[config.mk]
export PLATFORM = sky130hd
export DESIGN_NAME = apb_master_bridge_flat
export DESIGN_NICKNAME = d
export VERILOG_FILES = /design/src/rtl/apb_master_pkg.sv /design/src/rtl/apb_master_bridge_if.sv /design/src/rtl/apb_timeout_cnt.sv /design/src/rtl/apb_master_bridge.sv /design/src/flat_wrapper.sv
export SDC_FILE = /design/constraint.sdc
export NUM_CORES = 1
export LEC_CHECK = 0
export ABC_CLOCK_PERIOD_IN_PS = 2800
export CAP_MARGIN = 10
export CORE_MARGIN = 2
export CORE_UTILIZATION = 42
export DETAILED_ROUTE_END_ITERATION = 10
export PLACE_DENSITY = 0.86
export SLEW_MARGIN = 20
export SYNTH_ARGS = -nofsm -noshare
export SYNTH_HDL_FRONTEND = slang
export SYNTH_SLANG_ARGS = --single-unit
[constraint.sdc]
create_clock -name pClk -period 2.8 [get_ports pClk]
set_input_delay 0.56 -clock pClk [delete_from_list [all_inputs] [get_ports pClk]]
set_output_delay 0.56 -clock pClk [all_outputs]
set_load 0.01 [all_outputs]
[src/rtl/apb_master_pkg.sv]
// apb_master_pkg: shared constants for the APB master bridge.
// State encoding, default bus widths and the timeout counter width.
package apb_master_pkg;

  typedef enum logic [1:0] {
    IDLE   = 2'd0,
    SETUP  = 2'd1,
    ACCESS = 2'd2,
    RESP   = 2'd3
  } apb_state_t;

  localparam int ADDR_W_DEF = 32;
  localparam int DATA_W_DEF = 32;
  localparam int CNT_W      = 8;

endpackage

[src/rtl/apb_master_bridge_if.sv]
// apb_master_bridge_if: command/response stream plus APB bus signals.
// master modport is the bridge's view; slave modport is the host/responder view.
interface apb_master_bridge_if
  import apb_master_pkg::*;
#(
  parameter int ADDR_W = ADDR_W_DEF,
  parameter int DATA_W = DATA_W_DEF
);
  logic              req_valid;
  logic              req_ready;
  logic              req_write;
  logic [ADDR_W-1:0] req_addr;
  logic [DATA_W-1:0] req_wdata;
  logic              rsp_valid;
  logic              rsp_ready;
  logic [DATA_W-1:0] rsp_rdata;
  logic              rsp_err;
  logic              pSel;
  logic              pEnable;
  logic              pWrite;
  logic [ADDR_W-1:0] pAddr;
  logic [DATA_W-1:0] pWdata;
  logic [DATA_W-1:0] pReadData;
  logic              pReady;
  logic              pSlvErr;

  modport master (
    input  req_valid, req_write, req_addr, req_wdata, rsp_ready,
           pReadData, pReady, pSlvErr,
    output req_ready, rsp_valid, rsp_rdata, rsp_err,
           pSel, pEnable, pWrite, pAddr, pWdata
  );

  modport slave (
    output req_valid, req_write, req_addr, req_wdata, rsp_ready,
           pReadData, pReady, pSlvErr,
    input  req_ready, rsp_valid, rsp_rdata, rsp_err,
           pSel, pEnable, pWrite, pAddr, pWdata
  );
endinterface

[src/rtl/apb_timeout_cnt.sv]
// apb_timeout_cnt: counts ACCESS wait cycles; term_o flags the cycle whose
// increment would reach LIMIT. Only built when APB_MASTER_TIMEOUT_EN is defined.
module apb_timeout_cnt
  import apb_master_pkg::*;
#(
  parameter int unsigned LIMIT = 16
) (
  input  logic pClk,
  input  logic pReset,
  input  logic clr_i,
  input  logic en_i,
  output logic term_o
);
  localparam logic [CNT_W-1:0] LAST = CNT_W'(LIMIT - 1);

  logic [CNT_W-1:0] cnt_q, cnt_d;

  // next count: clear wins over increment
  always_comb begin
    cnt_d = cnt_q;
    if (clr_i)     cnt_d = '0;
    else if (en_i) cnt_d = cnt_q + 1'b1;
  end

  // count register
  always_ff @(posedge pClk or negedge pReset) begin
    if (!pReset) cnt_q <= '0;
    else         cnt_q <= cnt_d;
  end

  assign term_o = en_i && (cnt_q == LAST);
endmodule

[src/rtl/apb_master_bridge.sv]
// apb_master_bridge: valid/ready command stream to APB transfers, one
// outstanding transfer, one response per command.
// Optional access timeout: define APB_MASTER_TIMEOUT_EN.
//
// state  | meaning
// IDLE   | waiting for a command (req_ready high once out of reset)
// SETUP  | APB setup phase, pSel=1 pEnable=0
// ACCESS | APB access phase, waits for pReady (or timeout)
// RESP   | response held on rsp_* until rsp_ready
module apb_master_bridge
  import apb_master_pkg::*;
#(
  parameter int ADDR_W         = ADDR_W_DEF,
  parameter int DATA_W         = DATA_W_DEF,
  parameter int TIMEOUT_CYCLES = 16
) (
  input  logic                pClk,
  input  logic                pReset,
  apb_master_bridge_if.master bus
);
  if (TIMEOUT_CYCLES < 1 || TIMEOUT_CYCLES > 255) begin : g_bad_timeout
    $error("apb_master_bridge: TIMEOUT_CYCLES must be 1..255");
  end

  apb_state_t        state_q, state_d;
  logic              init_q;
  logic              write_q, write_d;
  logic [ADDR_W-1:0] addr_q, addr_d;
  logic [DATA_W-1:0] wdata_q, wdata_d;
  logic [DATA_W-1:0] rdata_q, rdata_d;
  logic              err_q, err_d;
  logic              timeout;

`ifdef APB_MASTER_TIMEOUT_EN
  apb_timeout_cnt #(.LIMIT(TIMEOUT_CYCLES)) u_timeout (
    .pClk   (pClk),
    .pReset (pReset),
    .clr_i  (state_q == SETUP),
    .en_i   ((state_q == ACCESS) && !bus.pReady),
    .term_o (timeout)
  );
`else
  assign timeout = 1'b0;
`endif

  // next-state and captured-data logic; pReady beats a same-cycle timeout
  always_comb begin
    state_d = state_q;
    write_d = write_q;
    addr_d  = addr_q;
    wdata_d = wdata_q;
    rdata_d = rdata_q;
    err_d   = err_q;
    case (state_q)
      IDLE: begin
        if (init_q && bus.req_valid) begin
          write_d = bus.req_write;
          addr_d  = bus.req_addr;
          wdata_d = bus.req_wdata;
          state_d = SETUP;
        end
      end
      SETUP: state_d = ACCESS;
      ACCESS: begin
        if (bus.pReady) begin
          rdata_d = (!write_q && !bus.pSlvErr) ? bus.pReadData : '0;
          err_d   = bus.pSlvErr;
          state_d = RESP;
        end else if (timeout) begin
          rdata_d = '0;
          err_d   = 1'b1;
          state_d = RESP;
        end
      end
      RESP: begin
        if (bus.rsp_ready) state_d = IDLE;
      end
      default: state_d = IDLE;
    endcase
  end

  // state and data registers; init_q keeps req_ready low during reset
  always_ff @(posedge pClk or negedge pReset) begin
    if (!pReset) begin
      state_q <= IDLE;
      init_q  <= 1'b0;
      write_q <= 1'b0;
      addr_q  <= '0;
      wdata_q <= '0;
      rdata_q <= '0;
      err_q   <= 1'b0;
    end else begin
      state_q <= state_d;
      init_q  <= 1'b1;
      write_q <= write_d;
      addr_q  <= addr_d;
      wdata_q <= wdata_d;
      rdata_q <= rdata_d;
      err_q   <= err_d;
    end
  end

  assign bus.req_ready = init_q && (state_q == IDLE);
  assign bus.pSel      = (state_q == SETUP) || (state_q == ACCESS);
  assign bus.pEnable   = (state_q == ACCESS);
  assign bus.rsp_valid = (state_q == RESP);
  assign bus.pWrite    = write_q;
  assign bus.pAddr     = addr_q;
  assign bus.pWdata    = wdata_q;
  assign bus.rsp_rdata = rdata_q;
  assign bus.rsp_err   = err_q;
endmodule
[src/flat_wrapper.sv]
// flat-port wrapper written by rule: the top's interface ports become plain ports
module apb_master_bridge_flat import apb_master_pkg::*;
#(
  parameter int ADDR_W         = ADDR_W_DEF,
  parameter int DATA_W         = DATA_W_DEF,
  parameter int TIMEOUT_CYCLES = 16
)
  (pClk, pReset, bus_req_valid, bus_req_write, bus_req_addr, bus_req_wdata, bus_rsp_ready, bus_pReadData, bus_pReady, bus_pSlvErr, bus_req_ready, bus_rsp_valid, bus_rsp_rdata, bus_rsp_err, bus_pSel, bus_pEnable, bus_pWrite, bus_pAddr, bus_pWdata);
  apb_master_bridge_if #(.ADDR_W(ADDR_W), .DATA_W(DATA_W)) bus_i ();
  input  logic pClk;
  input  logic pReset;
  input wire logic [$bits(bus_i.req_valid)-1:0] bus_req_valid;
  input wire logic [$bits(bus_i.req_write)-1:0] bus_req_write;
  input wire logic [$bits(bus_i.req_addr)-1:0] bus_req_addr;
  input wire logic [$bits(bus_i.req_wdata)-1:0] bus_req_wdata;
  input wire logic [$bits(bus_i.rsp_ready)-1:0] bus_rsp_ready;
  input wire logic [$bits(bus_i.pReadData)-1:0] bus_pReadData;
  input wire logic [$bits(bus_i.pReady)-1:0] bus_pReady;
  input wire logic [$bits(bus_i.pSlvErr)-1:0] bus_pSlvErr;
  output wire logic [$bits(bus_i.req_ready)-1:0] bus_req_ready;
  output wire logic [$bits(bus_i.rsp_valid)-1:0] bus_rsp_valid;
  output wire logic [$bits(bus_i.rsp_rdata)-1:0] bus_rsp_rdata;
  output wire logic [$bits(bus_i.rsp_err)-1:0] bus_rsp_err;
  output wire logic [$bits(bus_i.pSel)-1:0] bus_pSel;
  output wire logic [$bits(bus_i.pEnable)-1:0] bus_pEnable;
  output wire logic [$bits(bus_i.pWrite)-1:0] bus_pWrite;
  output wire logic [$bits(bus_i.pAddr)-1:0] bus_pAddr;
  output wire logic [$bits(bus_i.pWdata)-1:0] bus_pWdata;
  assign bus_i.req_valid = bus_req_valid;
  assign bus_i.req_write = bus_req_write;
  assign bus_i.req_addr = bus_req_addr;
  assign bus_i.req_wdata = bus_req_wdata;
  assign bus_i.rsp_ready = bus_rsp_ready;
  assign bus_i.pReadData = bus_pReadData;
  assign bus_i.pReady = bus_pReady;
  assign bus_i.pSlvErr = bus_pSlvErr;
  assign bus_req_ready = bus_i.req_ready;
  assign bus_rsp_valid = bus_i.rsp_valid;
  assign bus_rsp_rdata = bus_i.rsp_rdata;
  assign bus_rsp_err = bus_i.rsp_err;
  assign bus_pSel = bus_i.pSel;
  assign bus_pEnable = bus_i.pEnable;
  assign bus_pWrite = bus_i.pWrite;
  assign bus_pAddr = bus_i.pAddr;
  assign bus_pWdata = bus_i.pWdata;
  apb_master_bridge #(.ADDR_W(ADDR_W), .DATA_W(DATA_W), .TIMEOUT_CYCLES(TIMEOUT_CYCLES)) u_core (.pClk(pClk), .pReset(pReset), .bus(bus_i));
endmodule
==> results of run 1 <==
[synth_stat cells]
master | n | area [um2]
a22o_1 | 32 | 280.3
mux2_1 | 1 | 11.26
conb_1 | 1 | 3.750
inv_1 | 4 | 15.01
ha_1 | 4 | 50.05
nand2_1 | 3 | 11.26
mux2i_1 | 1 | 10.01
dfrtp_1 | 101 | 2527
buf_6 | 6 | 67.56
and2_1 | 1 | 6.260
a222oi_1 | 1 | 10.01
clkbuf_1 | 3 | 11.26
nor3_2 | 1 | 10.01
nor2_1 | 1 | 3.750
mux2_2 | 66 | 743.2
buf_2 | 4 | 20.02
[how the worst max path moves through the flow]
stage                             to  slack (ps)  depth (start not counted)
2_1_floorplan   u_core.bus.pAddr[12]        1210                          7
3_3_place_gp   u_core.bus.pWdata[30]         700                          4
3_5_place_dp   u_core.bus.pWdata[26]         670                          4
4_1_cts                bus_req_ready         460                          4
5_1_grt                bus_req_ready         380                          4
6_report               bus_req_ready         480                          4
[per-stage QoR]
| step | total power, mW | instance area (um2) | util | std cells | worst slack (ps) |
|---|---|---|---|---|---|
| floorplan | 3.499 | 3781 | - | 230 | 1206 |
| global placement | 5.038 | 5921 | 0.6789 | 533 | 697.9 |
| detailed placement | 5.129 | 5921 | 0.6789 | 533 | 672.7 |
| CTS | 6.099 | 6122 | 0.7020 | 547 | 459.1 |
| global route | 6.378 | 6122 | 0.7020 | 547 | 378.2 |
| finish | 6.027 | 6122 | 0.7020 | 547 | 479.5 |
[report_power, final]
| group | total [mW] | internal [mW] | switching (mW) |
|---|---|---|---|
| logic | 2.69 | 1.72 | 0.967 |
| registers | 2.38 | 2.07 | 0.316 |
| clock network | 0.957 | 0.491 | 0.466 |
| total | 6.03 | 4.28 | 1.75 |
[state kept, by name, summed over array words and instances (netlist names)]
| register | flops |
|---|---|
| u_core.bus.pWrite | 1 |
| u_core.bus.pWdata | 32 |
| u_core.bus.pAddr | 32 |
| u_core.bus.rsp_rdata | 32 |
| u_core.bus.rsp_err | 1 |
| u_core.state_q | 2 |
| u_core.init_q | 1 |
[layout make-up]
| type | instances | area [um2] | area share |
|---|---|---|---|
| repair buffers | 208 | 2095 | 0.3421 |
| well taps | 108 | 135.1 | 0.02207 |
| clock inverters | 5 | 77.57 | 0.01267 |
| multi-input cells | 112 | 1149 | 0.1876 |
| flip-flops and latches | 101 | 2527 | 0.4128 |
| inverters | 4 | 15.01 | 0.002452 |
| clock buffers | 9 | 123.9 | 0.02023 |
[kinds of logic after synthesis]
| group | count (synthesis) | share of synthesized area |
|---|---|---|
| muxes | 68 | 0.2022 |
| and+or+nand+nor | 6 | 0.008273 |
| DFF | 101 | 0.6684 |
| AOI/OAI and AO/OA | 33 | 0.07677 |
| adders and majority gates | 4 | 0.01324 |
| buffers and inverters | 17 | 0.03011 |
| other | 1 | 0.0009918 |
[worst max-delay path, stage by stage, from the launching register on]
cell and delay [ps]:
dfrtp_1 400, inv_1 120, ha_1 190, and2_1 160, clkdlybuf4s50_1 550
[per-layer routing]
layer / global-route usage / part of all wire
met1: 0.2253 / 0.39
met2: 0.3352 / 0.50
met3: 0.08156 / 0.099
met4: 0.05163 / 0.013
met5: 0 / 0
==> reports/qor.yml, run 1 <==
clocking:
  clk_pin_slew_ps: 90
  cts_buffer_depth: 2
  htree_levels: 3
  clock_latency_ps: 350
  cts.repair.resized: 0
  cts_sinks: 101
  post_cts_buffers: 0
  cts_tree: "yes"
  hold_buffers: 0
  cts-root-buf: "clkbuf_8"
  cts_inserted_buffers: 9
die:
  rows: 34
  io_pins: 205
  initial_core_util: 0.4336
  core-area_um2: 8721
  fp.dieW_um: 98.88
  dieArea_um2: 9777
  die_y_um: 98.88
layout:
  fin_nets: 543
  layout-drive-gt1-share: 0.1982
  area_growth_pct: 61.91
  antenna_cells: 0
  final_cell_mix: "203 x clkdlybuf4s50_1, 101 x dfrtp_1, 66 x mux2_2, 32 x a22o_1, 9 x clkbuf_8"
  final_common_cell: "clkdlybuf4s50_1"
  fillCellCount: 633
timing:
  tightest_slew_ps: 685.6
  final_max_slew_viol_count: 0
  setup_viol_count_final: 0
  fin_setup_tns_ps: 0
  rsz0062_at_grt: "false"
  whs_ps: 237.6
  period_needed_ps: 2321
  fin_skew_ps: 10.94
  period_share: 0.8288
  fmax_mhz: 430.9
  slew_headroom: 0.5430
  hold_violations: 0
placement:
  gp_congestion: 0.7607
  numPortBuffers: 204
  dp_hpwl_mm: 6.977
route:
  routed_wirelength_mm: 9.312
  wl_per_cell_um: 17.02
  drtIter0Drc: 79
  drt-pass1-iter-count: 4
  vias: 2704
  ant_nets: 0
  drc: 0
  viasPerCell: 4.943
yosys:
  synthesis.nets: 337
  syn_inst: 230
  synth-seq-area-share: 0.6684
  ys_seq_elements: 101
  avgSynthCellArea_um2: 16.44
  synth_cell_types: 16
  ys_warn_count: 0
  synthesis.area_um2: 3781
worst_setup_path:
  cp-startpoint: "u_core.state_q[0]"
  reg2reg_from: "u_core.state_q[0]"
  crit_fanout: 4
  r2r-end: "u_core.bus.pWdata[26]"
  r2r_setup_slack_ps: 850
  crit_type: "reg2out"
  arrival_ps: 1760
  end_kind: "primary output"
  required_ps: 2240
  cp-start-kind: "register"
  reg2reg_depth: 6
power:
  powerDensity_nw_per_um2: 984.4
  leakage_nw: 2.653
  peakVddDrop_mv: 0.5651
grt:
  antenna_found_initial: 0
  grt_max_degree: 55
  overflow: 0
  grt_pass1_wl_mm: 15.06
  grt_pass1_vias: 3026
  track_usage: 0.1950
status:
  status: "complete, no violations"
run:
  maxCapViolations: 0
hold_path:
  hold_class: "in2async"
Note: power is estimated with default switching activity, not from simulation.
==> run 2, diff against run 1 <==
--- a/config.mk
+++ b/config.mk
@@ -5,12 +5,12 @@
 export SDC_FILE = /design/constraint.sdc
 export NUM_CORES = 1
 export LEC_CHECK = 0
-export ABC_CLOCK_PERIOD_IN_PS = 2800
+export ABC_CLOCK_PERIOD_IN_PS = 2300
 export CAP_MARGIN = 10
 export CORE_MARGIN = 2
-export CORE_UTILIZATION = 42
+export CORE_UTILIZATION = 39
 export DETAILED_ROUTE_END_ITERATION = 10
-export PLACE_DENSITY = 0.86
+export PLACE_DENSITY = 0.8
 export SLEW_MARGIN = 20
 export SYNTH_ARGS = -nofsm -noshare
 export SYNTH_HDL_FRONTEND = slang
==> constraint.sdc (replaced) <==
create_clock -name pClk -period 2.3 [get_ports pClk]
set_input_delay 0.46 -clock pClk [delete_from_list [all_inputs] [get_ports pClk]]
set_output_delay 0.46 -clock pClk [all_outputs]
set_load 0.01 [all_outputs]
==> reports/qor.yml, run 2 (same netlist as run 1, synthesis figures left out) <==
placement:
  dp_hpwl_mm: 6.814  # was 6.977 mm
  numPortBuffers: 204  # unchanged
  gp_congestion: 0.7168  # was 0.7607
worst_setup_path:
  cp-start-kind: "register"  # unchanged
  crit_type: "reg2out"  # unchanged
  reg2reg_depth: 6  # unchanged
  r2r-end: "u_core.bus.pAddr[26]"  # was u_core.bus.pWdata[26]
  crit_fanout: 4  # unchanged
  end_kind: "primary output"  # unchanged
  arrival_ps: 1690  # was 1760 ps
  required_ps: 1840  # was 2240 ps
  r2r_setup_slack_ps: 520  # was 850 ps
  reg2reg_from: "u_core.state_q[1]"  # was u_core.state_q[0]
route:
  drc: 0  # unchanged
  ant_nets: 0  # unchanged
  drtIter0Drc: 35  # was 79
  wl_per_cell_um: 15.77  # was 17.02 um
  routed_wirelength_mm: 9.023  # was 9.312 mm
  viasPerCell: 4.752  # was 4.943
  vias: 2718  # was 2704
  drt-pass1-iter-count: 4  # unchanged
grt:
  track_usage: 0.1705  # was 0.1950
  grt_pass1_wl_mm: 13.94  # was 15.06 mm
  grt_pass1_vias: 2918  # was 3026
  overflow: 0  # unchanged
  antenna_found_initial: 0  # unchanged
  grt_max_degree: 47  # was 55
timing:
  setup_viol_count_final: 0  # unchanged
  hold_violations: 0  # unchanged
  fin_skew_ps: 15.13  # was 10.94 ps
  period_share: 0.9362
  rsz0062_at_grt: "false"  # unchanged
  final_max_slew_viol_count: 0  # unchanged
  period_needed_ps: 2153
  fin_setup_tns_ps: 0  # unchanged
  fmax_mhz: 464.4
clocking:
  htree_levels: 3  # unchanged
  cts-root-buf: "clkbuf_8"  # unchanged
  hold_buffers: 0  # unchanged
  cts.repair.resized: 0  # unchanged
  cts_tree: "yes"  # unchanged
  cts_sinks: 101  # unchanged
  cts_buffer_depth: 2  # unchanged
  clock_latency_ps: 340  # was 350 ps
  cts_inserted_buffers: 9  # unchanged
  post_cts_buffers: 0  # unchanged
  clk_pin_slew_ps: 100  # was 90 ps
die:
  die_y_um: 102.5  # was 98.88 um
  fp.dieW_um: 102.5  # was 98.88 um
  core-area_um2: 9328  # was 8721 um2
  rows: 35  # was 34
  dieArea_um2: 10500  # was 9777 um2
  io_pins: 205  # unchanged
  initial_core_util: 0.4054  # was 0.4336
layout:
  regArea_um2: 2527  # unchanged
  antenna_cells: 0  # unchanged
  multiInputGateArea_um2: 1149  # unchanged
  fin_nets: 546  # was 543
  layout-drive-gt1-share: 0.2054  # was 0.1982
  final_cell_mix: "202 x clkdlybuf4s50_1, 101 x dfrtp_1, 66 x mux2_2, 32 x a22o_1, 10 x clkbuf_8"  # was 203 x clkdlybuf4s50_1, 101 x dfrtp_1, 66 x mux2_2, 32 x a22o_1, 9 x clkbuf_8
  fillCellCount: 719  # was 633
  area_growth_pct: 63.77  # was 61.91%
  final_common_cell: "clkdlybuf4s50_1"  # unchanged
power:
  peakVddDrop_mv: 0.4847  # was 0.5651 mV
  leakage_nw: 2.695  # was 2.653 nW
  p_total_mw: 7.393  # was 6.027 mW
  powerDensity_nw_per_um2: 1194  # was 984.4 nW/um2
status:
  status: "complete, no violations"  # unchanged
hold_path:
  hold_class: "in2async"  # unchanged
run:
  maxCapViolations: 0  # unchanged
## run 2: worst max-delay path, stage by stage (launching register included)
cell,delay [ps]
dfrtp_1,410
inv_1,80
ha_1,300
clkdlybuf4s50_1,560
## run 2: metrics by stage
stage | setup slack [ps] | std cells | hold WS, ps | utilization | instance area [um2]
final | 146.8 | 572 | 19.95 | 0.6639 | 6192
after global routing | 59.96 | 572 | 30.57 | 0.6639 | 6192
after CTS | 46.51 | 572 | 10.96 | 0.6636 | 6190
after detailed placement | 295.3 | 557 | 401.7 | 0.6400 | 5969
after global placement | 390.6 | 557 | 400.8 | 0.6400 | 5969
after floorplan | 705.5 | 230 | 164.4 | - | 3781
## run 2: cell type report
cell class                 instances  area share
clock buffer                      10     0.02223
sequential                       101      0.4082
timing repair buffer             211      0.3423
multi-input combinational        112      0.1855
inverter                           4    0.002425
tap                              129     0.02607
clock inverter                     5     0.01334
## run 2: where the power goes
| group | internal [mW] | switching (mW) |
|---|---|---|
| registers | 2.52 | 0.375 |
| clock network | 0.644 | 0.587 |
| logic | 2.10 | 1.17 |
## run 2: how the worst max path moves through the flow
stage,start,endpoint,slack (ps),depth (start not counted)
finish,u_core.state_q[1],bus_pSel,150,3
global placement,bus_pReady,u_core.state_q[1],390,4
detailed placement,bus_pReady,u_core.state_q[1],300,4
global route,u_core.state_q[1],bus_pSel,60,3
floorplan,u_core.state_q[0],u_core.bus.pAddr[12],710,7
CTS,u_core.state_q[1],bus_req_ready,50,4
## run 2: layer usage
metal	part of all wire	wire length, um	GRT usage
met1	0.38	3391	0.1997
met2	0.51	4600	0.3017
met3	0.10	908	0.05130
met4	0.014	123	0.05128
met5	0	0	0
